===== src/rtl/pipe_stage_reg_if.sv =====
// Handshake bundle for one pipeline stage register: the upstream and downstream
// valid/ready/payload pairs, plus flush, sticky halt and the stall counter.
interface pipe_stage_reg_if #(
   parameter int unsigned DW = 128,
   parameter int unsigned CW = 16
);
   logic          in_valid;
   logic          in_ready;
   logic [DW-1:0] in_data;
   logic          in_halt;
   logic          flush;
   logic          out_valid;
   logic          out_ready;
   logic [DW-1:0] out_data;
   logic          out_halt;
   logic          halted;
   logic [CW-1:0] stall_cnt;

   // Side that feeds the stage and consumes its output (pipeline control / bench).
   modport master (
      output in_valid, in_data, in_halt, flush, out_ready,
      input  in_ready, out_valid, out_data, out_halt, halted, stall_cnt
   );

   // The stage register itself.
   modport slave (
      input  in_valid, in_data, in_halt, flush, out_ready,
      output in_ready, out_valid, out_data, out_halt, halted, stall_cnt
   );
endinterface


===== src/rtl/pipe_stage_reg.sv =====
// Generic pipeline stage register: DW-bit payload + halt flag, valid/ready on both
// sides, synchronous flush, optional skid entry, sticky halt and saturating stall count.
module pipe_stage_reg #(
   parameter int unsigned DW   = 128,
   parameter int unsigned SKID = 1,
   parameter int unsigned CW   = 16
) (
   input logic              CLK,
   input logic              nRST,
   pipe_stage_reg_if.slave  bus
);

   typedef enum logic [1:0] {StEmpty, StMain, StBoth} state_e;

   logic          in_ready;
   logic          in_xfer;
   logic          out_xfer;
   logic          halted_q, halted_d;
   logic [CW-1:0] stall_q, stall_d;
   logic          main_valid_q, main_valid_d;
   logic [DW-1:0] main_data_q, main_data_d;
   logic          main_halt_q, main_halt_d;

   assign in_xfer  = bus.in_valid && in_ready;
   assign out_xfer = main_valid_q && bus.out_ready;

   assign bus.in_ready  = in_ready;
   assign bus.out_valid = main_valid_q;
   assign bus.out_data  = main_data_q;
   assign bus.out_halt  = main_halt_q;
   assign bus.halted    = halted_q;
   assign bus.stall_cnt = stall_q;

   // Halt sticks once the halt word has actually left; stall count saturates.
   always_comb begin
      halted_d = halted_q || (out_xfer && main_halt_q);
      stall_d  = stall_q;
      if (main_valid_q && !bus.out_ready && (stall_q != {CW{1'b1}})) begin
         stall_d = stall_q + CW'(1);
      end
   end

   // Status registers; flush deliberately leaves these alone.
   always_ff @(posedge CLK or negedge nRST) begin
      if (!nRST) begin
         halted_q <= 1'b0;
         stall_q  <= '0;
      end else begin
         halted_q <= halted_d;
         stall_q  <= stall_d;
      end
   end

   // Main (output-facing) entry.
   always_ff @(posedge CLK or negedge nRST) begin
      if (!nRST) begin
         main_valid_q <= 1'b0;
         main_data_q  <= '0;
         main_halt_q  <= 1'b0;
      end else begin
         main_valid_q <= main_valid_d;
         main_data_q  <= main_data_d;
         main_halt_q  <= main_halt_d;
      end
   end

   if (SKID == 0) begin : g_single
      // Ready passes straight through from downstream when a word is held.
      assign in_ready = !halted_q && (bus.out_ready || !main_valid_q);

      // Load on input transfer, otherwise drain on output transfer; flush wins.
      always_comb begin
         main_valid_d = main_valid_q;
         main_data_d  = main_data_q;
         main_halt_d  = main_halt_q;
         if (bus.flush) begin
            main_valid_d = 1'b0;
            main_data_d  = '0;
            main_halt_d  = 1'b0;
         end else if (in_xfer) begin
            main_valid_d = 1'b1;
            main_data_d  = bus.in_data;
            main_halt_d  = bus.in_halt;
         end else if (out_xfer) begin
            main_valid_d = 1'b0;
         end
      end
   end else begin : g_skid
      state_e        state_q, state_d;
      logic [DW-1:0] skid_data_q, skid_data_d;
      logic          skid_halt_q, skid_halt_d;
      logic          in_ready_q, in_ready_d;

      assign in_ready = in_ready_q;

      // Next-state: the skid entry absorbs the one word accepted while stalled.
      always_comb begin
         state_d     = state_q;
         main_data_d = main_data_q;
         main_halt_d = main_halt_q;
         skid_data_d = skid_data_q;
         skid_halt_d = skid_halt_q;
         case (state_q)
            StEmpty: begin
               if (in_xfer) begin
                  state_d     = StMain;
                  main_data_d = bus.in_data;
                  main_halt_d = bus.in_halt;
               end
            end
            StMain: begin
               if (in_xfer && out_xfer) begin
                  main_data_d = bus.in_data;
                  main_halt_d = bus.in_halt;
               end else if (in_xfer) begin
                  state_d     = StBoth;
                  skid_data_d = bus.in_data;
                  skid_halt_d = bus.in_halt;
               end else if (out_xfer) begin
                  state_d = StEmpty;
               end
            end
            StBoth: begin
               if (out_xfer) begin
                  state_d     = StMain;
                  main_data_d = skid_data_q;
                  main_halt_d = skid_halt_q;
               end
            end
            default: state_d = StEmpty;
         endcase
         if (bus.flush) begin
            state_d     = StEmpty;
            main_data_d = '0;
            main_halt_d = 1'b0;
         end
         main_valid_d = (state_d != StEmpty);
         in_ready_d   = !halted_d && (state_d != StBoth);
      end

      // Skid state, skid entry and registered ready.
      always_ff @(posedge CLK or negedge nRST) begin
         if (!nRST) begin
            state_q     <= StEmpty;
            skid_data_q <= '0;
            skid_halt_q <= 1'b0;
            in_ready_q  <= 1'b1;
         end else begin
            state_q     <= state_d;
            skid_data_q <= skid_data_d;
            skid_halt_q <= skid_halt_d;
            in_ready_q  <= in_ready_d;
         end
      end
   end

endmodule


===== src/flat_wrapper.sv =====
// flat-port wrapper written by rule: the top's interface ports become plain ports
module pipe_stage_reg_flat 
#(
   parameter int unsigned DW   = 128,
   parameter int unsigned SKID = 1,
   parameter int unsigned CW   = 16
)
  (CLK, nRST, bus_in_valid, bus_in_data, bus_in_halt, bus_flush, bus_out_ready, bus_in_ready, bus_out_valid, bus_out_data, bus_out_halt, bus_halted, bus_stall_cnt);
  pipe_stage_reg_if #(.DW(DW), .CW(CW)) bus_i ();
  input logic CLK;
  input logic nRST;
  input wire logic [$bits(bus_i.in_valid)-1:0] bus_in_valid;
  input wire logic [$bits(bus_i.in_data)-1:0] bus_in_data;
  input wire logic [$bits(bus_i.in_halt)-1:0] bus_in_halt;
  input wire logic [$bits(bus_i.flush)-1:0] bus_flush;
  input wire logic [$bits(bus_i.out_ready)-1:0] bus_out_ready;
  output wire logic [$bits(bus_i.in_ready)-1:0] bus_in_ready;
  output wire logic [$bits(bus_i.out_valid)-1:0] bus_out_valid;
  output wire logic [$bits(bus_i.out_data)-1:0] bus_out_data;
  output wire logic [$bits(bus_i.out_halt)-1:0] bus_out_halt;
  output wire logic [$bits(bus_i.halted)-1:0] bus_halted;
  output wire logic [$bits(bus_i.stall_cnt)-1:0] bus_stall_cnt;
  assign bus_i.in_valid = bus_in_valid;
  assign bus_i.in_data = bus_in_data;
  assign bus_i.in_halt = bus_in_halt;
  assign bus_i.flush = bus_flush;
  assign bus_i.out_ready = bus_out_ready;
  assign bus_in_ready = bus_i.in_ready;
  assign bus_out_valid = bus_i.out_valid;
  assign bus_out_data = bus_i.out_data;
  assign bus_out_halt = bus_i.out_halt;
  assign bus_halted = bus_i.halted;
  assign bus_stall_cnt = bus_i.stall_cnt;
  pipe_stage_reg #(.DW(DW), .SKID(SKID), .CW(CW)) u_core (.CLK(CLK), .nRST(nRST), .bus(bus_i));
endmodule

===== config.mk =====
export PLATFORM = sky130hd
export DESIGN_NAME = pipe_stage_reg_flat
export DESIGN_NICKNAME = d
export VERILOG_FILES = /design/src/rtl/pipe_stage_reg_if.sv /design/src/rtl/pipe_stage_reg.sv /design/src/flat_wrapper.sv
export SDC_FILE = /design/constraint.sdc
export NUM_CORES = 1
export LEC_CHECK = 0
export ABC_AREA = 0
export CORE_ASPECT_RATIO = 0.5
export CORE_MARGIN = 1
export CORE_UTILIZATION = 50
export CTS_BUF_LIST = sky130_fd_sc_hd__clkbuf_8
export DETAILED_ROUTE_END_ITERATION = 8
export MAX_ROUTING_LAYER = met4
export PLACE_DENSITY = 0.79
export SETUP_SLACK_MARGIN = 0.15
export SLEW_MARGIN = 20
export SYNTH_ARGS = -nofsm -noshare
export SYNTH_HDL_FRONTEND = slang
export SYNTH_SLANG_ARGS = --single-unit

===== constraint.sdc =====
create_clock -name CLK -period 2.1 [get_ports CLK]
set_input_delay 0.42 -clock CLK [delete_from_list [all_inputs] [get_ports CLK]]
set_output_delay 0.42 -clock CLK [all_outputs]
set_load 0.05 [all_outputs]

# Yosys cells after proc, flatten, opt, wreduce, memory -nomap -nowiden
# Cells that the tools add are included.
[totals]
ff_bits = 279
word_cells = 50
inputBits = 134
mem_bits_rw = 0
n_memories = 0
out_inout_bits = 148
romBits = 0
latch_bits = 0
[classes]
n_reduce_logical = 15
shifts = 0
n_bitwise = 1
div_mod_pow = 0
mux = 17
add_sub_neg = 1
eq_ne = 7
mul = 0
n_lt_le_gt_ge = 0
[op_table]
columns = ["operator", "count"]
rows = [
  ["2-to-1 mux 128 bit", 4],
  ["case mux 128 bit (3 select lines)", 1],
  ["adder 16 x 1 -> 16 bit (second input constant)", 1],
  ["inequality test 16 bit (second input constant)", 1],
  ["2-to-1 mux 2 bit", 6],
  ["inequality test 3 x 2 -> 1 bit (second input constant)", 3],
  ["logical AND 1 bit", 7],
  ["case mux 2 bit (3 select lines)", 1],
  ["2-to-1 mux 1 bit", 4],
  ["AND reduction 4 bit", 1],
  ["nonzero test 4 bit", 1],
  ["case mux 1 bit (3 select lines)", 1],
  ["AND reduction 3 bit", 1],
  ["== test 2 x 1 -> 1 bit (second input constant)", 1],
  ["== test 2 bit (second input constant)", 1],
  ["logical NOT 1 bit", 2],
  ["logical NOT 2 bit", 1],
  ["inequality test 2 bit (second input constant)", 1],
  ["nonzero test 2 bit", 1],
  ["logical OR 1 bit", 1],
  ["inverter 1 bit", 1],
]

# Longest topological paths before layout
[logic_depth]
depth_word = 8
ltp_mapped = 8
ltp_nobuf = 5

# Worst setup path after synthesis
# OpenSTA, ideal clock, no wires.
[synth_path]
kind = "flip-flop to flip-flop"
from = "reg u_core.g_skid.in_ready_q (netlist: u_core.bus.in_ready)"
to = "reg u_core.g_skid.skid_data_q[0]"
t_required_ns = 1.975
n_path_buf = 2
arrival_ns = 1.825
period_less_slack_ns = 1.950
setup_slack_ns = 0.150
setup_time_ns = 0.125
stages_incl_launch_ff = 7
path_cell_list = "dfstp_2 -> and3b_1 -> nand2_1 -> nor2_1 -> buf_4 -> buf_6 -> mux2_2"
[synth_via]
elab_chain_len = 4
[synth_rtl]
columns = ["element", "line", "text"]
rows = [
  ["start: declaration", "pipe_stage_reg.sv:92", "logic in_ready_q, in_ready_d;"],
  ["start signal: assignment", "pipe_stage_reg.sv:152", "in_ready_q <= in_ready_d;"],
  ["logical AND 1 bit (*)", "pipe_stage_reg.sv:24", "assign in_xfer = bus.in_valid && in_ready;"],
  ["logical AND 1 bit", "pipe_stage_reg.sv:112", "if (in_xfer && out_xfer) begin"],
  ["inverter 1 bit (no line)", "--", ""],
  ["AND reduction 3 bit (no line) (*)", "--", ""],
  ["end signal: assignment", "pipe_stage_reg.sv:150", "skid_data_q <= skid_data_d;"],
  ["end: declaration", "pipe_stage_reg.sv:90", "logic [DW-1:0] skid_data_q, skid_data_d;"],
]
# Mark *: on every way between the ends. The rest lies on a longest branch, timed or not.
# A chain may end at the register's enable or synchronous reset.

# Worst setup path in the final report
[layout_path]
from = "reg u_core.g_skid.in_ready_q (netlist: u_core.bus.in_ready)"
to = "reg u_core.g_skid.skid_data_q[98]"
# Same word-level chain as after synthesis.

==> run_results.csv <==
group,metric,value,unit
run_status,status,"finished, final reports clean",
synth,syn-num-nets,1220,
place,pre_cts_ws,-0.2114,ns
floorplanning,ioPinCount,282,
synth,ys.flop_type,"dfrtp_1",
synth,syn_area_per_cell,11.84,um^2
sta,finalHoldViolations,0,
synth,synth.cell_area,12840,um^2
worst_setup_path,slowest_stage,"dfstp_2",
hold_path,hold_class,"input port to flop",
floorplanning,initial_core_util,50.99,%
global_route,grt_pass1_wl,51210,um
detailed_routing,viasPerCell,5.443,
final_layout,nets,1505,
power,max-vdd-ir-drop,0.6317,mV
worst_setup_path,crit_path_cell_trace,"and3b_2 > nand2_2 > nor2_4 > buf_12 > buf_12 > mux2_2",
power,power_switching,8.424,mW
worst_setup_path,cp_num_buf_inv,2,
floorplanning,die-height,115.3,um
cts,cts_root_buf,"clkbuf_8",
sta,setup_ws,0.1671,ns
cts,ctsLongestPathBuffers,3,
worst_setup_path,critPathRequiredTime,2.52,ns
worst_setup_path,path_common_cell,"buf_12",
worst_setup_path,critPathLaunchType,"flop",
global_route,grt_util_all_layers,25.30,%
detailed_routing,ant_nets,0,
synth,synth_seq_cells,279,
power,power.share.clock,20.5,%
sta,layout_min_cycle_time,1.933,ns
sta,fin_crit_sh,92.04,%
power,p_per_area,1260,nW/um^2
worst_setup_path,cpLargestDelayFamily,"flip-flops",
final_layout,n_fill_cell,1933,
final_layout,syn_to_final_growth,31.38,%
synth,async_flop_share,100.0,%
worst_setup_path,slowest_delay,0.55,ns
sta,relSlewSlack,57.88,%
floorplanning,dieArea,26370,um^2
detailed_routing,drtIter0Drc,555,
cts,htreeDepth,2,
global_route,grt_max_degree,131,
power,p_seq_share,39.8,%
detailed_routing,vias,9493,
worst_setup_path,cp-end-kind,"flop",
final_layout,multi_input_area,5350,um^2
place,gp_congestion,0.8762,
synth,synth.distinct_cells,42,
sta,rsz0062_at_grt,"yes",
detailed_routing,drcViolationCount,0,
floorplanning,rows,41,
power,p_comb_share,39.6,%
run,cap_violations,0,
power,power,21.26,mW
detailed_routing,first_pass_iters,5,
power,leakagePower,7.511,nW
final_layout,layout_commonest_cell,"dfrtp_1",
power,power.share.switching,39.62,%
cts,cts_buffers,41,
worst_setup_path,criticalPathCategory,"flop to flop",
global_route,antenna_found_initial,3,
final_layout,final_cell_area,16870,um^2
place,dpl-instance-area,16130,um^2
global_route,grt_pass1_vias,9725,
detailed_routing,finalWirelength,32440,um
floorplanning,die_w,228.7,um
final_layout,final_cell_mix,"278 x dfrtp_1, 265 x nand2_1, 133 x nor2_1, 132 x mux2_2, 131 x clkdlybuf4s50_1",
sta,max_freq,0.5173,GHz
cts,cts_tree,"built",
power,p_int,12.84,mW
sta,worst_pin_slew,0.6318,ns
worst_setup_path,cp_max_fo,16,
sta,clock_skew,0.02154,ns
sta,worst_hold_slack,0.09059,ns
cts,clk_latency,0.56,ns
detailed_routing,wl_per_cell,18.60,um
worst_setup_path,worstPathArrival,2.35,ns
synth,yosysWarnings,0,
sta,setup_viol,0,
place,hpwl,21580,um
cts,cts.sinks,279,
synth,yosysSeqAreaShare,54.37,%
cts,clk_pin_slew,0.06,ns
synth,synthCells,1085,
synth,synth-edff-count,0,
final_layout,drive_gt1_share,28.27,%
global_route,grt_overflow,0,
final_layout,register_area,6983,um^2
floorplanning,coreArea,25190,um^2
place,portBuffers,281,
sta,maxSlewViolCount,0,
routing by layer:
| metal | vias to the layer above | share of wire [%] | global-route usage, % |
|---|---|---|---|
| met2 | 231 | 50 | 41.76 |
| li1 | 4399 | - | - |
| met1 | 4776 | 42 | 30.33 |
| met4 | 0 | 3.8 | 12.53 |
| met3 | 87 | 3.9 | 4.563 |
| met5 | - | 0 | - |
flip-flops by register name (all words and copies together) (netlist names), 2 cells and up:
name and flops:
u_core.g_skid.state_q 2, u_core.bus.stall_cnt 16, u_core.bus.out_data 128, u_core.g_skid.skid_data_q 128
per-stage QoR:
stage / setup TNS (ns) / utilization (%) / instances
after floorplan: 0 / - / 1085
after global placement: -27.35 / 64.05 / 1667
after detailed placement: -30.39 / 64.05 / 1667
after CTS: 0 / 66.74 / 1738
after global routing: 0 / 66.99 / 1744
final: 0 / 66.99 / 1744
synth_stat cells, drive strengths merged (2+ instances only):
cell | n | area, um^2
clkbuf | 36 | 135.1
nand2b | 2 | 12.51
a21oi | 2 | 10.01
xnor2 | 2 | 17.52
nor3 | 6 | 30.03
a311oi | 129 | 1881
nand2 | 266 | 998.5
nand4 | 4 | 31.28
nor4 | 2 | 33.78
mux2 | 132 | 1486
dfrtp | 278 | 6957
nor4b | 2 | 17.52
xor2 | 11 | 96.34
o211ai | 2 | 15.01
nor2b | 3 | 18.77
or2 | 2 | 12.51
buf | 50 | 410.4
nand3 | 6 | 30.03
nor2 | 134 | 503.0
cell families after synthesis:
| logic type | share of synthesized area (%) |
|---|---|
| and+or+nand+nor | 13.56 |
| DFF | 54.37 |
| AOI/OAI and AO/OA | 15.27 |
| muxes | 11.57 |
| buffers and inverters | 4.247 |
| xor gates and xnor gates | 0.8865 |
| adders and majority gates | 0.09740 |
worst reg2reg max path, stage by stage (launching register included):
cell	delay, ns
dfstp_2	0.55
and3b_2	0.23
nand2_2	0.09
nor2_4	0.23
buf_12	0.19
buf_12	0.17
mux2_2	0.34
power groups by stage:
stage                     sequential, mW  clock [mW]  combinational (mW)
after global placement              8.46           0                8.64
after CTS                           8.46        4.46                8.44
after floorplan                     10.8           0                3.76
after detailed placement            8.56           0                8.88
after global routing                8.72        4.72                8.94
final                               8.47        4.37                8.43
path summary, 6_finish.rpt:
check	from	to	slack [ns]	cells after the start
setup / recovery	u_core.bus.in_ready	u_core.g_skid.skid_data_q[98]	0.17	6
hold / removal	bus_flush	u_core.g_skid.state_q[0]	0.09	2
setup reg to reg	u_core.bus.in_ready	u_core.g_skid.skid_data_q[98]	0.17	6
hold reg to reg	u_core.bus.halted	u_core.bus.halted	0.50	1
max in group asynchronous	nRST	u_core.g_skid.skid_data_q[116]	0.97	3
min in group asynchronous	nRST	u_core.bus.out_data[51]	0.38	2
layout make-up:
| class | count | share of cell area (%) |
|---|---|---|
| Antenna cell | 3 | 0.04449 |
| Clock buffer | 50 | 4.078 |
| Clock inverter | 20 | 0.6599 |
| Multi-Input combinational cell | 720 | 31.71 |
| Sequential cell | 279 | 41.38 |
| Tap cell | 344 | 2.551 |
| Timing Repair Buffer | 328 | 19.58 |
timing repair:
item                                    CTS  global route
pin swaps                                 1             1
hold endpoints to repair                 51             0
endpoints found under the setup margin  155            78
hold buffers                              1             0
resized for setup                       185            24
setup buffers                             0             1
gates cloned                              0             2
No activity file was read; power rests on OpenSTA's default activity.
